## src/rtl/bs_dispatch_pkg.sv

```systemverilog
// Shared types and BS_ID decode for the dispatch arbiter.
// BS_DISPATCH_BCAST_EN enables the 0xFF broadcast mapping.
package bs_dispatch_pkg;

  localparam int NUM_DST     = 3;
  localparam int DST_XMULT_0 = 0;
  localparam int DST_AUROR_0 = 1;
  localparam int DST_AUROR_1 = 2;

  localparam logic [7:0] BS_ID_XMULT_0 = 8'h00;
  localparam logic [7:0] BS_ID_AUROR_0 = 8'h03;
  localparam logic [7:0] BS_ID_AUROR_1 = 8'h02;
  localparam logic [7:0] BS_ID_BROAD_0 = 8'hFF;

  localparam logic [15:0] DROP_MAX = 16'hFFFF;

  typedef logic [NUM_DST-1:0] dst_mask_t;

  typedef enum logic {
    ARB  = 1'b0,
    WAIT = 1'b1
  } arb_state_e;

  // An empty mask means the packet is dropped.
  function automatic dst_mask_t bs_id_to_mask(
    input logic [7:0] bs_id
  );
    dst_mask_t m;
    m = '0;
    unique case (1'b1)
      (bs_id == BS_ID_XMULT_0): m[DST_XMULT_0] = 1'b1;
      (bs_id == BS_ID_AUROR_0): m[DST_AUROR_0] = 1'b1;
      (bs_id == BS_ID_AUROR_1): m[DST_AUROR_1] = 1'b1;
`ifdef BS_DISPATCH_BCAST_EN
      (bs_id == BS_ID_BROAD_0): m = '1;
`endif
      default: m = '0;
    endcase
    return m;
  endfunction

endpackage

```

## src/rtl/bs_dispatch_arbiter_pick.sv

```systemverilog
// Rotating-priority one-hot selector: first request
// at or after base, wrapping modulo N.
module rr_priority_pick #(
  parameter int N = 4,
  localparam int W = (N > 1) ? $clog2(N) : 1
) (
  input  logic [N-1:0] req,
  input  logic [W-1:0] base,
  output logic [N-1:0] grant,
  output logic [W-1:0] idx,
  output logic         valid
);

  always_comb begin
    int j;
    j     = 0;
    grant = '0;
    idx   = '0;
    valid = 1'b0;
    for (int k = 0; k < N; k++) begin
      j = int'(base) + k;
      if (j >= N) j = j - N;
      if (!valid && req[j]) begin
        valid    = 1'b1;
        grant[j] = 1'b1;
        idx      = W'(j);
      end
    end
  end

endmodule

```

## src/rtl/bs_dispatch_arbiter.sv

```systemverilog
// Round-robin packet dispatch from NUM_SRC FWFT FIFOs to
// XMULT_0 / AUROR_0 / AUROR_1 (BS_DISPATCH_BCAST_EN: broadcast).
module bs_dispatch_arbiter
  import bs_dispatch_pkg::*;
#(
  parameter int NUM_SRC = 4,
  parameter int DATA_W  = 256
) (
  input  logic                      clk_200MHz,
  input  logic                      peripheral_reset,
  input  logic [NUM_SRC-1:0]        src_not_empty,
  output logic [NUM_SRC-1:0]        src_rd_en,
  input  logic [NUM_SRC*DATA_W-1:0] src_dout,
  input  logic [NUM_DST-1:0]        dst_full,
  output logic [NUM_DST-1:0]        dst_wr_en,
  output logic [DATA_W-1:0]         dst_din,
  output logic [15:0]               drop_cnt,
  output logic                      busy
);

  localparam int PTR_W = $clog2(NUM_SRC);
  localparam logic [PTR_W-1:0] LAST = PTR_W'(NUM_SRC - 1);

  arb_state_e       state_q, state_d;
  logic [PTR_W-1:0] rr_ptr_q, rr_ptr_d;
  logic [PTR_W-1:0] lock_q, lock_d;

  dst_mask_t        src_mask [NUM_SRC];
  logic [NUM_SRC-1:0] pick_grant;
  logic [PTR_W-1:0] pick_idx;
  logic             pick_valid;

  logic             pop;
  logic [PTR_W-1:0] pop_idx;
  dst_mask_t        pop_mask;
  logic [DATA_W-1:0] pop_pkt;

  function automatic logic [PTR_W-1:0] ptr_inc(
    input logic [PTR_W-1:0] p
  );
    return (p == LAST) ? '0 : p + 1'b1;
  endfunction

  always_comb begin
    for (int i = 0; i < NUM_SRC; i++) begin
      src_mask[i] = bs_id_to_mask(
        src_dout[i*DATA_W + DATA_W - 8 +: 8]);
    end
  end

  rr_priority_pick #(
    .N (NUM_SRC)
  ) u_pick (
    .req   (src_not_empty),
    .base  (rr_ptr_q),
    .grant (pick_grant),
    .idx   (pick_idx),
    .valid (pick_valid)
  );

  always_comb begin
    state_d   = state_q;
    rr_ptr_d  = rr_ptr_q;
    lock_d    = lock_q;
    pop       = 1'b0;
    pop_idx   = pick_idx;
    src_rd_en = '0;
    unique case (state_q)
      ARB: begin
        if (pick_valid) begin
          if ((src_mask[pick_idx] & dst_full) == '0) begin
            pop      = 1'b1;
            rr_ptr_d = ptr_inc(pick_idx);
          end else begin
            lock_d  = pick_idx;
            state_d = WAIT;
          end
        end
      end
      WAIT: begin
        // FWFT data of the locked source is stable here.
        pop_idx = lock_q;
        if ((src_mask[lock_q] & dst_full) == '0) begin
          pop      = 1'b1;
          rr_ptr_d = ptr_inc(lock_q);
          state_d  = ARB;
        end
      end
      default: state_d = ARB;
    endcase
    if (peripheral_reset) pop = 1'b0;
    if (pop) src_rd_en[pop_idx] = 1'b1;
  end

  always_comb begin
    pop_mask = src_mask[pop_idx];
    pop_pkt  = src_dout[int'(pop_idx)*DATA_W +: DATA_W];
  end

  assign busy = (state_q == WAIT);

  always_ff @(posedge clk_200MHz) begin
    if (peripheral_reset) begin
      state_q   <= ARB;
      rr_ptr_q  <= '0;
      lock_q    <= '0;
      dst_wr_en <= '0;
      dst_din   <= '0;
      drop_cnt  <= '0;
    end else begin
      state_q   <= state_d;
      rr_ptr_q  <= rr_ptr_d;
      lock_q    <= lock_d;
      dst_wr_en <= pop ? pop_mask : '0;
      if (pop && pop_mask != '0) dst_din <= pop_pkt;
      if (pop && pop_mask == '0 && drop_cnt != DROP_MAX)
        drop_cnt <= drop_cnt + 16'd1;
    end
  end

endmodule

```

## config.mk

```make
export PLATFORM = sky130hd
export DESIGN_NAME = bs_dispatch_arbiter
export DESIGN_NICKNAME = d
export VERILOG_FILES = /design/src/rtl/bs_dispatch_pkg.sv /design/src/rtl/bs_dispatch_arbiter_pick.sv /design/src/rtl/bs_dispatch_arbiter.sv
export SDC_FILE = /design/constraint.sdc
export NUM_CORES = 1
export LEC_CHECK = 0
export CAP_MARGIN = 30
export CORE_AREA = 2 2 508 510
export CTS_CLUSTER_DIAMETER = 120
export DETAILED_ROUTE_END_ITERATION = 12
export DIE_AREA = 0 0 510 512
export DONT_BUFFER_PORTS = 1
export PLACE_DENSITY = 0.3
export SLEW_MARGIN = 30
export SYNTH_ARGS = -nofsm -noshare
export SYNTH_HDL_FRONTEND = slang
export SYNTH_SLANG_ARGS = --single-unit
```

## constraint.sdc

```tcl
create_clock -name clk_200MHz -period 3.84 [get_ports clk_200MHz]
set_input_delay 0.384 -clock clk_200MHz [delete_from_list [all_inputs] [get_ports clk_200MHz]]
set_output_delay 0.384 -clock clk_200MHz [all_outputs]
set_load 0.005 [all_outputs]
```

==> run summary <==
FF+latch area: 5610 µm²
DP Worst Slack: 363 ps
final setup fails: 0
First-pass DRT Iterations: 6
clock skew: 36.7 ps
Reg2Reg Depth: 12
status: complete, no violations
Crit path max-delay family: compound AO/OA/AOI/OAI gates
TritonCTS clock tree: done
CP Capture Type: flip-flop
Layout area overhead: 46.4%
antenna violations before repair: 143
worst skew pair latency: 670 ps
max frequency: 272 MHz
dominant synthesized flop cell: dfxtp_1
Overall Global Routing Usage: 0.127
htree depth: 2
Critical Path Fanout Max: 48
worst slew pin tran: 1090 ps
syn nets: 4,052
DP HPWL: 148 mm
pin count of the biggest net entering global routing: 207
Seq/Total Area, Yosys: 0.298
Synth cell types: 61
max-cap viol count: 0
Hold Path Depth: 4
setup slack, reg-to-reg: 160 ps
Row Count: 186
nets: 4,227
maximum root-to-sink buffer count: 3
vias in the first global route: 22,800
relative slew slack: 0.268
Setup CP Type: reg -> reg
Crit-path slowest cell: dlygate4sd3_1
Hold WC Path Type: in -> reg
first-pass GRT wire length: 220 mm
port buffer count: 0
count leader, synth: nor2_1
CP peak stage delay: 570 ps
drt total wl: 176 mm
footprint of the multi-input gates: 12,000 µm²
CP Launch Point: rr_ptr_q[1]
GRT overflow: 0
fin worst setup slack: 162 ps
Placed Cells incl. Taps: 6,249
Mapped Area: 18,800 µm²
register bit total from synthesis: 280
peak supply drop: 0.312 mV
vias: 23,400
Die Span Y: 512 µm
Avg Cell Area, Syn: 6.23 µm²
Worst Hold End: dst_din[222]
r2r startpoint: rr_ptr_q[1]
area leader, netlist: dfxtp_1
clock sink count: 280
Remaining DRCs: 0
full die area: 261,000 µm²
Final Power: 10,400 µW
area fraction of the dominant cell type after synthesis: 0.298
CP Data Required Time: 4330 ps
gp weighted congestion: 0.966
Period minus WS final: 3680 ps
Filler cells: 30,100
Synth top cells by count: nor2_1, nand2_1, dfxtp_1
Yosys warnings: 0
Die X: 510 µm
Slew Viols, Final: 0
core area: 256,000 µm²
Leak Pwr: 0.00884 µW
Worst Path Buf+Inv: 3
root buffer cell: clkbuf_16
1st-iter DRT viols: 1,697
starting density of the core: 0.0735
Finished Layout Cells: 6,653
via-per-instance ratio: 3.52
Worst R2R End: dst_din[215]
RSZ-0062 raised after global routing: true
number of flops mapped to enable cells by yosys: 0
CTS Buf Count: 45
antenna-violating nets left: 0
worst-path cell chain: nand2_1 -> a211oi_1 -> nor3_1 -> o21ai_1 -> or4b_4 -> o211a_1 -> and2_4 -> buf_12 -> buf_16 -> o211ai_1 -> dlygate4sd3_1 -> a21oi_1
asr flop ratio synth: 0
DR WL/cell: 26.4 µm
Synth area leaders: dfxtp_1, nor2_1, nand2_1
clock-pin slew on the worst setup and hold paths: 60 ps
startpoint types: flip-flop
IO Count: 1,313
Syn Inst Count: 3,017
P per Cell Area: 377 nW/µm²
final hold viol count: 0
crit path DAT: 4170 ps
period utilization: 0.958
worst hold path startpoint: src_dout[990]
share of cells above drive strength 1: 0.101
## per-layer routing
metal / vias to the layer above / GRT usage / routed length, µm
li1: 10500 / - / -
met1: 11000 / 0.139 / 67100
met2: 1426 / 0.205 / 78200
met3: 357 / 0.0636 / 20600
met4: 100 / 0.0581 / 9120
met5: - / 0 / 667
## worst max path at each step
stage / end / slack (ps) / cells after the start
2_1_floorplan: dst_din[118] / 910 / 13
3_3_place_gp: dst_din[55] / 310 / 11
3_5_place_dp: dst_din[20] / 360 / 11
4_1_cts: dst_din[89] / 40 / 12
5_1_grt: src_rd_en[3] / -40 / 10
6_report: dst_din[215] / 160 / 12
## power breakdown
| group | switching (µW) | internal, µW | total, µW |
|---|---|---|---|
| clock network | 1850 | 2430 | 4290 |
| registers | 41.5 | 2930 | 2970 |
| logic | 2180 | 939 | 3120 |
## metrics by stage
step	instance area [µm²]	TNS, ps	hold slack [ps]	util
2_1_floorplan	18800	0	453	-
3_3_place_gp	23000	0	468	0.0901
3_5_place_dp	23000	0	467	0.0901
4_1_cts	27300	0	0.0653	0.107
5_1_grt	27400	-38.7	45.6	0.107
6_report	27500	0	72.9	0.108
## cell usage in the layout, fill, tap and decap left out, types with 3 or more instances in the layout
cell / instances
a211o_1: 3
a21o_1: 3
a21oi_1: 269
and3_1: 10
and4_1: 4
buf_12: 25
buf_16: 5
buf_4: 88
clkbuf_1: 10
clkbuf_16: 46
clkbuf_8: 7
clkinv_2: 5
clkinvlp_4: 3
dfxtp_1: 278
diode_2: 44
dlygate4sd3_1: 273
inv_1: 8
inv_6: 5
mux2i_1: 3
nand2_1: 769
nand3_1: 261
nand4_1: 8
nor2_1: 775
nor2b_1: 6
nor3_1: 8
nor4_1: 9
o211ai_1: 142
o211ai_2: 111
o21a_1: 4
o21ai_0: 8
o21ai_4: 3
o21bai_1: 4
o311ai_0: 3
o31ai_1: 7
or3_1: 3
or4_1: 6
## worst min-delay path: stages
cell and delay (ps):
nand2_1 60, nand3_1 90, o211ai_2 70, a21oi_1 50
## flip-flops by register name, summed over array words and instances, names as in the netlist
name and count:
dst_wr_en 3, rr_ptr_q 2, lock_q 2, busy 1, drop_cnt 16, dst_din 256
## cell type report
type | count | area share
tap | 3384 | 0.154
multi-input combinational | 2465 | 0.437
clock inverter | 18 | 0.00664
inverter | 8 | 0.00109
clock buffer | 62 | 0.0458
antenna | 44 | 0.00400
timing repair buffer | 392 | 0.147
sequential | 280 | 0.204
## cells by family (layout without fill, tap and decap cells)
| group | after synthesis | after routing | synth area share |
|---|---|---|---|
| simple gates | 1879 | 1879 | 0.405 |
| compound gates | 578 | 578 | 0.225 |
| flops | 280 | 280 | 0.298 |
| buf+inv | 272 | 480 | 0.0668 |
| mux | 4 | 4 | 0.00280 |
| fa+ha+maj | 2 | 2 | 0.00133 |
| xor+xnor | 2 | 2 | 0.000932 |
| other cells | 0 | 44 | 0 |
## timing repair
action,in CTS,in global routing
endpoints found under the hold margin,264,0
buffers inserted,2,2
endpoints found under the setup margin,4,58
pin swaps,1,1
hold buffers,274,0
resized for setup,7,8
gates cloned,0,1
Power figures use the tool's default switching activity.
